File: config.mk
export PLATFORM = sky130hd
export DESIGN_NAME = piso_serializer_ctrl_flat
export DESIGN_NICKNAME = d
export VERILOG_FILES = /design/src/rtl/piso_serializer_ctrl_pkg.sv /design/src/rtl/piso_serializer_ctrl_if.sv /design/src/rtl/piso_shift_core.sv /design/src/rtl/piso_serializer_ctrl.sv /design/src/flat_wrapper.sv
export SDC_FILE = /design/constraint.sdc
export NUM_CORES = 1
export LEC_CHECK = 0
export CAP_MARGIN = 5
export CORE_MARGIN = 4
export CORE_UTILIZATION = 29
export CTS_BUF_LIST = sky130_fd_sc_hd__clkbuf_2 sky130_fd_sc_hd__clkbuf_4 sky130_fd_sc_hd__clkbuf_8
export DETAILED_ROUTE_END_ITERATION = 12
export GPL_TIMING_DRIVEN = 1
export PLACE_DENSITY = 0.53
export SYNTH_ARGS = -nofsm -noshare
export SYNTH_HDL_FRONTEND = slang
export SYNTH_SLANG_ARGS = --single-unit
export TNS_END_PERCENT = 50
File: constraint.sdc
create_clock -name clk -period 2.51 [get_ports clk]
set_input_delay 0.3765 -clock clk [delete_from_list [all_inputs] [get_ports clk]]
set_output_delay 0.3765 -clock clk [all_outputs]
set_load 0.05 [all_outputs]
File: src/rtl/piso_serializer_ctrl_pkg.sv
// Shared types and constants for the two-requester PISO serializer controller.
//   state_t   : controller FSM states (idle / shifting a frame / inter-frame gap)
//   SRC_A/B   : encoding of the frame source on ser_src and in the grant pointer
//   cnt_width : width of the bit counter for an N-bit word
package piso_serializer_ctrl_pkg;

  typedef enum logic [1:0] {
    ST_IDLE  = 2'd0,
    ST_SHIFT = 2'd1,
    ST_GAP   = 2'd2
  } state_t;

  localparam logic SRC_A = 1'b0;
  localparam logic SRC_B = 1'b1;

  function automatic int unsigned cnt_width(input int unsigned n);
    return (n > 2) ? $clog2(n) : 1;
  endfunction

endpackage

File: src/rtl/piso_serializer_ctrl_if.sv
// Handshake and serial-stream bundle of the PISO serializer controller.
//   master : requester/sink side (drives a/b valid+data and ser_stall)
//   slave  : controller side (drives readys, serial outputs and busy)
interface piso_serializer_ctrl_if #(
  parameter int N = 4
);
  logic         a_valid;
  logic [N-1:0] a_data;
  logic         a_ready;
  logic         b_valid;
  logic [N-1:0] b_data;
  logic         b_ready;
  logic         ser_stall;
  logic         ser_out;
  logic         ser_valid;
  logic         ser_first;
  logic         ser_last;
  logic         ser_src;
  logic         busy;

  modport master (
    output a_valid, a_data, b_valid, b_data, ser_stall,
    input  a_ready, b_ready, ser_out, ser_valid, ser_first, ser_last, ser_src, busy
  );

  modport slave (
    input  a_valid, a_data, b_valid, b_data, ser_stall,
    output a_ready, b_ready, ser_out, ser_valid, ser_first, ser_last, ser_src, busy
  );
endinterface

File: src/rtl/piso_shift_core.sv
// N-bit parallel-in serial-out shift register.
//   clk, rst : clock, asynchronous active-low clear
//   load     : capture din (has priority over shift_en)
//   shift_en : shift right by one with zero fill
//   din      : parallel word
//   bit0     : current LSB, i.e. the bit on the serial line
module piso_shift_core #(
  parameter int N = 4
) (
  input  logic         clk,
  input  logic         rst,
  input  logic         load,
  input  logic         shift_en,
  input  logic [N-1:0] din,
  output logic         bit0
);

  logic [N-1:0] sreg;

  always_ff @(posedge clk or negedge rst) begin
    if (!rst) begin
      sreg <= '0;
    end else if (load) begin
      sreg <= din;
    end else if (shift_en) begin
      sreg <= {1'b0, sreg[N-1:1]};
    end
  end

  assign bit0 = sreg[0];

endmodule

File: src/rtl/piso_serializer_ctrl.sv
// Two-requester serializer controller: round-robin arbitration between A and B,
// load of the winning word into the shift core, LSB-first framed serial output
// with stall support and an optional fixed inter-frame gap.
//   clk, rst : clock, asynchronous active-low reset
//   bus      : handshake (a_*, b_*), sink stall and serial outputs, busy
// Parameters: N word width (>=2), GAP idle cycles after each frame (0..15).
module piso_serializer_ctrl #(
  parameter int N   = 4,
  parameter int GAP = 0
) (
  input logic                    clk,
  input logic                    rst,
  piso_serializer_ctrl_if.slave  bus
);
  import piso_serializer_ctrl_pkg::*;

  localparam int unsigned    CW       = cnt_width(N);
  localparam logic [CW-1:0]  LAST_IDX = CW'(N - 1);
  localparam logic [3:0]     GAP_LOAD = 4'((GAP > 0) ? GAP - 1 : 0);

  state_t        state, state_next;
  logic [CW-1:0] count;
  logic [3:0]    gap_cnt;
  logic          last_grant;
  logic          src;
  logic          grant_a, grant_b;
  logic          a_rdy, b_rdy, hs;
  logic          shift_en, last_bit, bit0, in_shift;

  // Tie goes to whoever was not granted last time.
  assign grant_a  = bus.a_valid && (!bus.b_valid || last_grant == SRC_B);
  assign grant_b  = bus.b_valid && (!bus.a_valid || last_grant == SRC_A);
  assign last_bit = (count == LAST_IDX);
  assign in_shift = (state == ST_SHIFT);
  assign hs       = a_rdy | b_rdy;

  always_ff @(posedge clk or negedge rst) begin
    if (!rst) state <= ST_IDLE;
    else      state <= state_next;
  end

  always_comb begin
    state_next = state;
    a_rdy      = 1'b0;
    b_rdy      = 1'b0;
    shift_en   = 1'b0;
    case (state)
      ST_IDLE: begin
        // Gated by rst so the readys also read 0 while reset is held.
        a_rdy = grant_a & rst;
        b_rdy = grant_b & rst;
        if (a_rdy || b_rdy) state_next = ST_SHIFT;
      end
      ST_SHIFT: begin
        if (!bus.ser_stall) begin
          shift_en = 1'b1;
          if (last_bit) state_next = (GAP > 0) ? ST_GAP : ST_IDLE;
        end
      end
      ST_GAP: begin
        if (gap_cnt == '0) state_next = ST_IDLE;
      end
      default: state_next = ST_IDLE;
    endcase
  end

  always_ff @(posedge clk or negedge rst) begin
    if (!rst) begin
      count      <= '0;
      gap_cnt    <= '0;
      last_grant <= SRC_B;
      src        <= SRC_A;
    end else begin
      if (hs) begin
        count      <= '0;
        last_grant <= b_rdy ? SRC_B : SRC_A;
        src        <= b_rdy ? SRC_B : SRC_A;
      end else if (shift_en) begin
        count <= last_bit ? '0 : count + 1'b1;
      end

      if (shift_en && last_bit) begin
        gap_cnt <= GAP_LOAD;
      end else if (state == ST_GAP && gap_cnt != '0) begin
        gap_cnt <= gap_cnt - 1'b1;
      end
    end
  end

  piso_shift_core #(.N(N)) u_shift (
    .clk      (clk),
    .rst      (rst),
    .load     (hs),
    .shift_en (shift_en),
    .din      (b_rdy ? bus.b_data : bus.a_data),
    .bit0     (bit0)
  );

  assign bus.a_ready   = a_rdy;
  assign bus.b_ready   = b_rdy;
  assign bus.ser_valid = in_shift;
  assign bus.ser_out   = in_shift & bit0;
  assign bus.ser_first = in_shift & (count == '0);
  assign bus.ser_last  = in_shift & last_bit;
  assign bus.ser_src   = src;
  assign bus.busy      = (state != ST_IDLE);

endmodule

File: src/flat_wrapper.sv
// flat-port wrapper written by rule: the top's interface ports become plain ports
module piso_serializer_ctrl_flat import piso_serializer_ctrl_pkg::*;
#(
  parameter int N   = 4,
  parameter int GAP = 0
)
  (clk, rst, bus_a_valid, bus_a_data, bus_b_valid, bus_b_data, bus_ser_stall, bus_a_ready, bus_b_ready, bus_ser_out, bus_ser_valid, bus_ser_first, bus_ser_last, bus_ser_src, bus_busy);
  piso_serializer_ctrl_if #(.N(N)) bus_i ();
  input logic clk;
  input logic rst;
  input wire logic [$bits(bus_i.a_valid)-1:0] bus_a_valid;
  input wire logic [$bits(bus_i.a_data)-1:0] bus_a_data;
  input wire logic [$bits(bus_i.b_valid)-1:0] bus_b_valid;
  input wire logic [$bits(bus_i.b_data)-1:0] bus_b_data;
  input wire logic [$bits(bus_i.ser_stall)-1:0] bus_ser_stall;
  output wire logic [$bits(bus_i.a_ready)-1:0] bus_a_ready;
  output wire logic [$bits(bus_i.b_ready)-1:0] bus_b_ready;
  output wire logic [$bits(bus_i.ser_out)-1:0] bus_ser_out;
  output wire logic [$bits(bus_i.ser_valid)-1:0] bus_ser_valid;
  output wire logic [$bits(bus_i.ser_first)-1:0] bus_ser_first;
  output wire logic [$bits(bus_i.ser_last)-1:0] bus_ser_last;
  output wire logic [$bits(bus_i.ser_src)-1:0] bus_ser_src;
  output wire logic [$bits(bus_i.busy)-1:0] bus_busy;
  assign bus_i.a_valid = bus_a_valid;
  assign bus_i.a_data = bus_a_data;
  assign bus_i.b_valid = bus_b_valid;
  assign bus_i.b_data = bus_b_data;
  assign bus_i.ser_stall = bus_ser_stall;
  assign bus_a_ready = bus_i.a_ready;
  assign bus_b_ready = bus_i.b_ready;
  assign bus_ser_out = bus_i.ser_out;
  assign bus_ser_valid = bus_i.ser_valid;
  assign bus_ser_first = bus_i.ser_first;
  assign bus_ser_last = bus_i.ser_last;
  assign bus_ser_src = bus_i.ser_src;
  assign bus_busy = bus_i.busy;
  piso_serializer_ctrl #(.N(N), .GAP(GAP)) u_core (.clk(clk), .rst(rst), .bus(bus_i));
endmodule
==> out/summary.json, run 1 <==
{
  "arrival": {"value": 1.79, "unit": "ns"},
  "postSynthRegisterBits": {"value": 9},
  "ant_nets": {"value": 0},
  "post_cts_resize_count": {"value": 0},
  "power.share.clock": {"value": 13.6, "unit": "%"},
  "synth_adder_area_share": {"value": 4.454, "unit": "%"},
  "core_region_area": {"value": 1783, "unit": "sq um"},
  "timing.slew.headroom": {"value": 66.99, "unit": "%"},
  "end_kind": {"value": "output pin"},
  "cts_inserted_buffers": {"value": 3},
  "critical_path_class": {"value": "flop to output pin"},
  "fp.dieW": {"value": 52.02, "unit": "microns"},
  "synth_seq_area_share": {"value": 40.31, "unit": "%"},
  "ys.flop_type": {"value": "dfrtp_1"},
  "drtPass1Iterations": {"value": 4},
  "insertion_delay": {"value": 0.28, "unit": "ns"},
  "most_common_cell_after_layout_fill_and_taps_aside": {"value": "clkdlybuf4s50_1"},
  "synth.area.mux_share": {"value": 0, "unit": "%"},
  "post_synth_instance_area": {"value": 561.8, "unit": "sq um"},
  "sequentialPowerShare": {"value": 28.8, "unit": "%"},
  "final-hold-violation-count": {"value": 0},
  "tightestPinTransition": {"value": 0.4936, "unit": "ns"},
  "power.switching": {"value": 0.4448, "unit": "mW"},
  "area_growth_syn_to_layout": {"value": 46.10, "unit": "%"},
  "period_share": {"value": 86.47, "unit": "%"},
  "routability_congestion": {"value": 0.7302},
  "route.vias.total": {"value": 498},
  "final_util": {"value": 46.04, "unit": "%"},
  "vias_in_the_first_global_route": {"value": 455},
  "clk_root_buffer_cell": {"value": "clkbuf_4"},
  "cts.reportedPaths.clkPinSlew": {"value": 0.07, "unit": "ns"},
  "drcViolationCount": {"value": 0},
  "combinational_family_with_the_most_area_after_synthesis": {"value": "simple AND/OR/NAND/NOR gates"},
  "run_status": {"value": "finished clean"},
  "placementRows": {"value": 15},
  "layout.filler_cells": {"value": 178},
  "grt_first_pass_wirelength": {"value": 1980, "unit": "microns"},
  "via_per_inst": {"value": 4.788},
  "drive_above_1_share": {"value": 13.92, "unit": "%"},
  "post_synthesis_simple_gate_area_fraction": {"value": 26.50, "unit": "%"},
  "time_the_final_worst_path_needs_with_i_o_delays_and_setup": {"value": 2.170, "unit": "ns"},
  "synth-xor-area-share": {"value": 0, "unit": "%"},
  "crit_fanout": {"value": 4},
  "clockBufferDepth": {"value": 2},
  "drt_wl_total": {"value": 1298, "unit": "microns"},
  "initial_utilization": {"value": 31.51, "unit": "%"},
  "netlist_instances": {"value": 57},
  "swShare": {"value": 46.22, "unit": "%"},
  "cts.sinks": {"value": 9},
  "dp_hpwl": {"value": 1018, "unit": "microns"},
  "syn_avg_cell_area": {"value": 9.856, "unit": "sq um"},
  "start_kind": {"value": "flop"},
  "avgRoutedWirePerCell": {"value": 12.48, "unit": "microns"},
  "critPathRequiredTime": {"value": 2.13, "unit": "ns"},
  "finClkSkew": {"value": 0.01246, "unit": "ns"},
  "maximum_number_of_pins_on_one_net_before_global_route_repair": {"value": 13},
  "totalNegativeSetupSlack": {"value": 0, "unit": "ns"},
  "synth_warnings": {"value": 0},
  "final-seq-area": {"value": 226.5, "unit": "sq um"},
  "tritoncts": {"value": "built"},
  "slew_viols_final": {"value": 0},
  "drt_iter0_markers": {"value": 11},
  "cts_hold_repair.buffers": {"value": 0},
  "synth_fp_nets": {"value": 72},
  "min-delay-path-class": {"value": "input pin to asynchronous set/reset pin"},
  "antenna_cells_inserted": {"value": 0},
  "grt-ovfl-total": {"value": 0},
  "most_frequent_cells_in_the_layout": {"value": "clkdlybuf4s50_1, dfrtp_1, inv_1, clkbuf_4"},
  "antenna_found_initial": {"value": 0},
  "ioPinCount": {"value": 21},
  "postCtsSetupRepairBufs": {"value": 0},
  "die_h": {"value": 52.02, "unit": "microns"},
  "max_clock_freq": {"value": 460.8, "unit": "MHz"},
  "p_per_area": {"value": 1173, "unit": "nW/um^2"},
  "synth_compound_area_share": {"value": 20.71, "unit": "%"},
  "unrepaired_setup_endpoints_after_global_routing": {"value": "false"},
  "track_usage": {"value": 10.19, "unit": "%"},
  "max_cap_viol_count": {"value": 0},
  "post_synth_num_cell_types": {"value": 29},
  "synth_edf_count": {"value": 0},
  "p_comb_share": {"value": 57.6, "unit": "%"},
  "worst_ir_drop_vdd": {"value": 0.0004543, "unit": "V"},
  "internal_power": {"value": 0.5176, "unit": "mW"},
  "reported_leakage_power": {"value": 0.3588, "unit": "nW"},
  "die-area": {"value": 2706, "unit": "sq um"},
  "area_of_combinational_cells_with_multiple_inputs": {"value": 290.3, "unit": "sq um"},
  "synth_async_sr_flop_share": {"value": 100.0, "unit": "%"},
  "placement.io_buffers": {"value": 20},
  "finalSetupViolCount": {"value": 0},
  "h-tree-depth": {"value": 1},
  "nNetsFinal": {"value": 95}
}
[flip-flops by register name (all words and copies together), names as in the netlist]
| signal | count |
|---|---|
| u_core.count | 2 |
| u_core.bus.ser_src | 1 |
| u_core.u_shift.sreg | 4 |
| u_core.last_grant | 1 |
| u_core.state | 1 |
[worst max-delay path: stages, from the launching register on]
cell	delay, ns
dfrtp_1	0.39
ha_1	0.20
and2_1	0.13
clkdlybuf4s50_1	0.79
[cells by family after synthesis]
logic type / count (synthesis)
buf+inv: 7
simple gates: 24
fa+ha+maj: 2
flops: 9
compound gates: 15
[cell usage after synthesis, types with 2 or more instances]
cell	number	area [sq um]
inv_1	4	15.01
a221oi_1	2	17.52
nand2b_1	2	12.51
a21o_1	3	22.52
nor2_1	2	7.510
nor3_1	3	15.01
a211oi_1	2	15.01
nand4_1	2	12.51
and2_1	3	18.77
dfrtp_1	8	200.2
a2111oi_0	2	17.52
nand2_1	3	11.26
ha_1	2	25.02
a21oi_1	2	10.01
buf_6	2	22.52
and3b_1	2	17.52
[final cells by class]
class,count,area share (%)
timing repair buffer,21,27.74
clock buffer,4,3.659
multi-input combinational,41,35.37
tap,25,3.811
inverter,4,1.829
sequential,9,27.59
[final timing paths]
kind	startpoint	endpoint	slack, ns	cells after the start
hold / removal	rst	u_core.state[0]$_DFFE_PN0P_	0.40	2
min in group clk	u_core.bus.ser_src$_DFFE_PN0P_	u_core.bus.ser_src$_DFFE_PN0P_	0.48	1
setup reg to reg	u_core.state[0]$_DFFE_PN0P_	u_core.u_shift.sreg[3]$_DFFE_PN0P_	1.11	3
max in group asynchronous	rst	u_core.last_grant$_DFFE_PN1P_	1.87	2
setup / recovery	u_core.count[0]$_DFFE_PN0P_	bus_ser_last	0.34	3
hold reg to reg	u_core.bus.ser_src$_DFFE_PN0P_	u_core.bus.ser_src$_DFFE_PN0P_	0.48	1
[metrics by stage]
stage          instance area, sq um  hold slack [ns]  power (mW)  instances  worst slack, ns
2_1_floorplan                 561.8          0.08091      0.6731         57           0.7756
3_3_place_gp                  790.8           0.4808      0.8432        100           0.5438
3_5_place_dp                  790.8           0.4753      0.8390        100           0.5354
4_1_cts                       820.8           0.4157      0.9716        104           0.3312
5_1_grt                       820.8           0.4156       1.028        104           0.2756
6_report                      820.8           0.4043      0.9624        104           0.3397
[power by group through the flow]
stage / clock, mW / combinational, mW / sequential [mW]
3_3_place_gp: 0 / 0.561 / 0.282
6_report: 0.131 / 0.554 / 0.277
4_1_cts: 0.134 / 0.558 / 0.279
2_1_floorplan: 0 / 0.350 / 0.324
5_1_grt: 0.142 / 0.595 / 0.290
3_5_place_dp: 0 / 0.556 / 0.283
[routing by layer]
| metal | GRT usage [%] | vias up | routed length, microns |
|---|---|---|---|
| li1 | - | 257 | - |
| met1 | 12.28 | 225 | 607 |
| met2 | 15.06 | 13 | 592 |
| met3 | 4.585 | 3 | 77 |
| met4 | 5.240 | 0 | 20 |
| met5 | 0 | - | 0 |
No activity file was read; power rests on OpenSTA's default activity.
==> run 2, diff against run 1 <==
Settings changed: CORE_ASPECT_RATIO set to 0.8, SKIP_CTS_REPAIR_TIMING set to 1.
==> run 2 against run 1 <==
Die area increased by 0.15%. Clock power shrank 8%. Clock skew decreased by 0.0059 ns. Routed wire length is 0.15% higher. Sequential share of layout area increased by 0.13 points. Setup slack better by 0.025 ns. Final cell count is 2.9% lower. Count of clock-buffer cells in the layout did not move. Critical path depth shrank 1. Largest cell class unchanged. Highest routed layer unchanged.
==> out/summary.json, run 2 (synthesis gave the netlist of run 1 again) <==
{
  "run_status": {"value": "finished clean"},
  "time_the_final_worst_path_needs_with_i_o_delays_and_setup": {"value": 2.145, "unit": "ns"},
  "max_cap_viol_count": {"value": 0},
  "slew_viols_final": {"value": 0},
  "grt-ovfl-total": {"value": 0},
  "maximum_number_of_pins_on_one_net_before_global_route_repair": {"value": 13},
  "crit_fanout": {"value": 12},
  "critPathRequiredTime": {"value": 2.13, "unit": "ns"},
  "arrival": {"value": 1.77, "unit": "ns"},
  "final-hold-violation-count": {"value": 0},
  "layout.filler_cells": {"value": 172},
  "placement.io_buffers": {"value": 20},
  "min-delay-path-class": {"value": "input pin to asynchronous set/reset pin"},
  "critical_path_class": {"value": "flop to output pin"},
  "fp.dieW": {"value": 57.21, "unit": "microns"},
  "end_kind": {"value": "output pin"},
  "track_usage": {"value": 10.93, "unit": "%"},
  "start_kind": {"value": "flop"},
  "initial_utilization": {"value": 32.58, "unit": "%"},
  "p_per_area": {"value": 1171, "unit": "nW/um^2"},
  "power.switching": {"value": 0.4397, "unit": "mW"},
  "cts_inserted_buffers": {"value": 3},
  "largest_reg_flops": {"value": 4},
  "max_flop_register": {"value": "u_core.u_shift.sreg"},
  "drcViolationCount": {"value": 0},
  "core_region_area": {"value": 1724, "unit": "sq um"},
  "crit-reg2reg-launch": {"value": "u_core.state[0]$_DFFE_PN0P_"},
  "drive_above_1_share": {"value": 13.92, "unit": "%"},
  "route.vias.total": {"value": 491},
  "crit_path_start": {"value": "u_core.state[0]$_DFFE_PN0P_"},
  "tritoncts": {"value": "built"},
  "unrepaired_setup_endpoints_after_global_routing": {"value": "false"},
  "internal_power": {"value": 0.5172, "unit": "mW"},
  "drt_wl_total": {"value": 1300, "unit": "microns"},
  "cts.reportedPaths.clkPinSlew": {"value": 0.06, "unit": "ns"},
  "max_clock_freq": {"value": 466.2, "unit": "MHz"},
  "die_h": {"value": 47.37, "unit": "microns"},
  "area_growth_syn_to_layout": {"value": 45.43, "unit": "%"},
  "worst_ir_drop_vdd": {"value": 0.0004749, "unit": "V"},
  "ant_nets": {"value": 0},
  "insertion_delay": {"value": 0.26, "unit": "ns"},
  "finalSetupViolCount": {"value": 0},
  "grt_first_pass_wirelength": {"value": 2118, "unit": "microns"},
  "area_of_combinational_cells_with_multiple_inputs": {"value": 290.3, "unit": "sq um"},
  "most_frequent_cells_in_the_layout": {"value": "clkdlybuf4s50_1, dfrtp_1, inv_1, clkbuf_4"},
  "vias_in_the_first_global_route": {"value": 474},
  "h-tree-depth": {"value": 1},
  "reg.largest.list": {"value": "u_core.u_shift.sreg x4, u_core.count x2"},
  "clockBufferDepth": {"value": 2},
  "avgRoutedWirePerCell": {"value": 12.87, "unit": "microns"},
  "swShare": {"value": 45.95, "unit": "%"},
  "reported_leakage_power": {"value": 0.3588, "unit": "nW"},
  "power.share.clock": {"value": 12.5, "unit": "%"},
  "p_comb_share": {"value": 58.1, "unit": "%"},
  "timing.slew.headroom": {"value": 67.04, "unit": "%"},
  "antenna_cells_inserted": {"value": 0},
  "final-seq-area": {"value": 226.5, "unit": "sq um"},
  "most_common_cell_after_layout_fill_and_taps_aside": {"value": "clkdlybuf4s50_1"},
  "routability_congestion": {"value": 0.7406},
  "die-area": {"value": 2710, "unit": "sq um"},
  "totalNegativeSetupSlack": {"value": 0, "unit": "ns"},
  "clk_root_buffer_cell": {"value": "clkbuf_4"},
  "ioPinCount": {"value": 21},
  "via_per_inst": {"value": 4.861},
  "drt_iter0_markers": {"value": 8},
  "placementRows": {"value": 13},
  "sequentialPowerShare": {"value": 29.3, "unit": "%"},
  "cts.sinks": {"value": 9},
  "dp_hpwl": {"value": 1033, "unit": "microns"},
  "finClkSkew": {"value": 0.006516, "unit": "ns"},
  "fin_total_pwr": {"value": 0.9569, "unit": "mW"},
  "period_share": {"value": 85.45, "unit": "%"},
  "antenna_found_initial": {"value": 0},
  "nNetsFinal": {"value": 95},
  "drtPass1Iterations": {"value": 4},
  "tightestPinTransition": {"value": 0.4928, "unit": "ns"}
}
## run 2: cell counts in the layout (fill, tap and decap cells not counted)
No cell type changed its count.
## run 2: path summary, 6_finish.rpt
kind	to	slack, ns	cells after the start
worst max-delay path	bus_ser_last	0.37	2
worst min-delay path	u_core.state[0]$_DFFE_PN0P_	0.43	2
worst max register to register	u_core.u_shift.sreg[3]$_DFFE_PN0P_	1.08	3
worst min register to register	u_core.bus.ser_src$_DFFE_PN0P_	0.48	1
max in group asynchronous	u_core.last_grant$_DFFE_PN1P_	1.85	2
min in group clk	u_core.bus.ser_src$_DFFE_PN0P_	0.48	1
## run 2: critical path: stages, from the launching register on
cell and delay, ns:
dfrtp_1 0.53, and2_1 0.18, clkdlybuf4s50_1 0.79
## run 2: power by group through the flow
stage | combinational [mW] | sequential [mW] | clock, mW
final | 0.556 | 0.280 | 0.120
after global routing | 0.595 | 0.289 | 0.134
after CTS | 0.564 | 0.280 | 0.123
after detailed placement | 0.561 | 0.282 | 0
after global placement | 0.564 | 0.282 | 0
after floorplan | 0.350 | 0.324 | 0
## run 2: cell type report
cell class              instances  share of cell area [%]
multi-input cells              41                   35.53
clock buffers                   4                   3.675
inverters                       4                   1.838
repair buffers                 21                   27.87
well taps                      22                   3.369
flip-flops and latches          9                   27.72
## run 2: per-layer routing
layer,track usage (%),part of all wire (%)
met1,13.65,50
met2,15.95,43
met3,6.044,6.8
met4,4.167,0.69
met5,0,0
## run 2: metrics by stage
step	utilization, %	worst slack (ns)	hold WS, ns	area, sq um	cells
floorplan	-	0.7756	0.08091	561.8	57
global route	47.39	0.2909	0.4396	817.0	101
global placement	45.65	0.5409	0.4845	787.0	97
CTS	47.39	0.3477	0.4342	817.0	101
detailed placement	45.65	0.5155	0.4759	787.0	97
finish	47.39	0.3652	0.4343	817.0	101
==> run 3, diff against run 2 <==
Settings changed: DONT_BUFFER_PORTS set to 1, PLACE_DENSITY 0.53 to 0.4.
==> run 3 against run 2 <==
Routed wire length rose by 3.7%. Via count fell by 4.9%. Flip-flop and latch count did not move. Sequential share of layout area rose by 9.6 points. Largest cell class unchanged.
==> out/summary.json, run 3 (synthesis gave the netlist of run 1 again) <==
{
  "drt_wl_total": {"value": 1348, "unit": "microns"},
  "antenna_cells_inserted": {"value": 0},
  "largest_reg_flops": {"value": 4},
  "final_util": {"value": 35.20, "unit": "%"},
  "die_h": {"value": 47.37, "unit": "microns"},
  "most_frequent_cells_in_the_layout": {"value": "dfrtp_1, inv_1, clkbuf_4"},
  "clockBufferDepth": {"value": 2},
  "hp-start": {"value": "bus_b_data[3]"},
  "maximum_number_of_pins_on_one_net_before_global_route_repair": {"value": 12},
  "reg.largest.list": {"value": "u_core.u_shift.sreg x4, u_core.count x2"},
  "fp.dieW": {"value": 57.21, "unit": "microns"},
  "h-tree-depth": {"value": 1},
  "crit_path_top_delay_cell": {"value": "dfrtp_1"},
  "tritoncts": {"value": "built"},
  "most_common_cell_after_layout_fill_and_taps_aside": {"value": "dfrtp_1"},
  "period_share": {"value": 74.23, "unit": "%"},
  "unrepaired_setup_endpoints_after_global_routing": {"value": "false"},
  "power.switching": {"value": 0.4247, "unit": "mW"},
  "time_the_final_worst_path_needs_with_i_o_delays_and_setup": {"value": 1.863, "unit": "ns"},
  "arrival": {"value": 1.49, "unit": "ns"},
  "cts.reportedPaths.clkPinSlew": {"value": 0.07, "unit": "ns"},
  "start_kind": {"value": "flop"},
  "vias_in_the_first_global_route": {"value": 461},
  "antenna_found_initial": {"value": 0},
  "ioPinCount": {"value": 21},
  "timing.critical_path.slowest_cell_delay": {"value": 0.39, "unit": "ns"},
  "final-seq-area": {"value": 226.5, "unit": "sq um"},
  "end_kind": {"value": "output pin"},
  "capture_endpoint_of_the_worst_hold_path": {"value": "u_core.u_shift.sreg[3]$_DFFE_PN0P_"},
  "cp_cell_sequence": {"value": "nor2b_2 > nand3_1 > inv_1"},
  "p_per_area": {"value": 1388, "unit": "nW/um^2"},
  "p_comb_share": {"value": 50.2, "unit": "%"},
  "area_of_combinational_cells_with_multiple_inputs": {"value": 290.3, "unit": "sq um"},
  "finalSetupViolCount": {"value": 0},
  "max_cap_viol_count": {"value": 0},
  "avgRoutedWirePerCell": {"value": 16.44, "unit": "microns"},
  "crit_fanout": {"value": 8},
  "clk_root_buffer_cell": {"value": "clkbuf_4"},
  "max_clock_freq": {"value": 536.7, "unit": "MHz"},
  "drive_above_1_share": {"value": 15.00, "unit": "%"},
  "ant_nets": {"value": 0},
  "swShare": {"value": 50.43, "unit": "%"},
  "placementRows": {"value": 13},
  "crit-reg2reg-launch": {"value": "u_core.state[0]$_DFFE_PN0P_"},
  "drt_iter0_markers": {"value": 3},
  "slew_viols_final": {"value": 0},
  "timing.slew.headroom": {"value": 67.41, "unit": "%"},
  "route.vias.total": {"value": 467},
  "hold_depth": {"value": 1},
  "drtPass1Iterations": {"value": 4},
  "power.share.clock": {"value": 14.8, "unit": "%"},
  "drcViolationCount": {"value": 0},
  "r2r_setup_slack": {"value": 0.96, "unit": "ns"},
  "tightestPinTransition": {"value": 0.4923, "unit": "ns"},
  "crit_path_start": {"value": "u_core.state[0]$_DFFE_PN0P_"},
  "internal_power": {"value": 0.4175, "unit": "mW"},
  "insertion_delay": {"value": 0.26, "unit": "ns"},
  "grt-ovfl-total": {"value": 0},
  "initial_utilization": {"value": 32.58, "unit": "%"},
  "min-delay-path-class": {"value": "input pin to flop"},
  "totalNegativeSetupSlack": {"value": 0, "unit": "ns"},
  "cts.sinks": {"value": 9},
  "die-area": {"value": 2710, "unit": "sq um"},
  "nNetsFinal": {"value": 76},
  "critical_path_class": {"value": "flop to output pin"},
  "routability_congestion": {"value": 0.8237},
  "cts_inserted_buffers": {"value": 3},
  "worstReg2RegEnd": {"value": "u_core.u_shift.sreg[1]$_DFFE_PN0P_"},
  "area_growth_syn_to_layout": {"value": 8.018, "unit": "%"},
  "worst_ir_drop_vdd": {"value": 0.0004571, "unit": "V"},
  "run_status": {"value": "finished clean"},
  "grt_first_pass_wirelength": {"value": 2221, "unit": "microns"},
  "sequentialPowerShare": {"value": 34.9, "unit": "%"},
  "dp_hpwl": {"value": 1077, "unit": "microns"},
  "placement.io_buffers": {"value": 0},
  "layout.filler_cells": {"value": 192},
  "via_per_inst": {"value": 5.695},
  "critPathRequiredTime": {"value": 2.13, "unit": "ns"},
  "core_region_area": {"value": 1724, "unit": "sq um"},
  "final-hold-violation-count": {"value": 0},
  "finClkSkew": {"value": 0.002199, "unit": "ns"},
  "worst-r2r-cell-count": {"value": 4},
  "max_flop_register": {"value": "u_core.u_shift.sreg"},
  "track_usage": {"value": 11.08, "unit": "%"},
  "reported_leakage_power": {"value": 0.2760, "unit": "nW"}
}
[run 3: changes by cell type in the layout (fill, tap and decap cells not counted), sizes merged]
| cell | previous run | this run |
|---|---|---|
| clkdlybuf4s50 | 18 | 0 |
| dlygate4sd3 | 0 | 1 |
| buf | 3 | 1 |
[run 3: critical path: cells and delay by family, from the launching register on]
| family | cells | cell delay [ns] |
|---|---|---|
| buffers and inverters | 1 | 0.37 |
| flip-flops | 1 | 0.39 |
| AND/OR/NAND/NOR | 2 | 0.48 |
[run 3: worst max-delay path by stage]
stage	endpoint	slack (ns)	cells after the start
final	bus_a_ready	0.65	3
after global routing	bus_a_ready	0.55	3
after CTS	bus_a_ready	0.65	3
after detailed placement	bus_a_ready	0.93	3
after global placement	bus_a_ready	0.93	3
after floorplan	bus_a_ready	0.78	4
[run 3: per-layer routing]
layer	share of wire, %	wire (microns)	track usage (%)	vias up
met4	0	0	2.778	0
met1	44	598	12.72	238
met3	5.5	74	4.945	0
li1	-	-	-	217
met5	0	0	0	-
met2	50	675	19.36	12
[run 3: per-stage QoR]
step / instances / area, sq um / setup slack (ns) / power (mW) / hold WS, ns
floorplan: 57 / 561.8 / 0.7756 / 0.6731 / 0.08091
global placement: 77 / 566.8 / 0.9319 / 0.7174 / 0.08123
detailed placement: 77 / 566.8 / 0.9255 / 0.7223 / 0.08117
CTS: 81 / 596.8 / 0.6501 / 0.8521 / -0.2032
global route: 82 / 606.8 / 0.5516 / 0.9015 / 0.2791
finish: 82 / 606.8 / 0.6467 / 0.8423 / 0.2747
[run 3: power groups by stage]
stage,clock network [mW],logic (mW),registers [mW]
after global routing,0.136,0.464,0.301
after detailed placement,0,0.424,0.299
after CTS,0.131,0.426,0.295
after global placement,0,0.422,0.296
after floorplan,0,0.350,0.324
final,0.125,0.423,0.294
[run 3: area by class of cell]
type	instances	share of cell area, %
clock buffer	4	4.948
inverter	4	2.474
multi-input combinational	41	47.83
sequential	9	37.32
tap	22	4.536
timing repair buffer	2	2.887
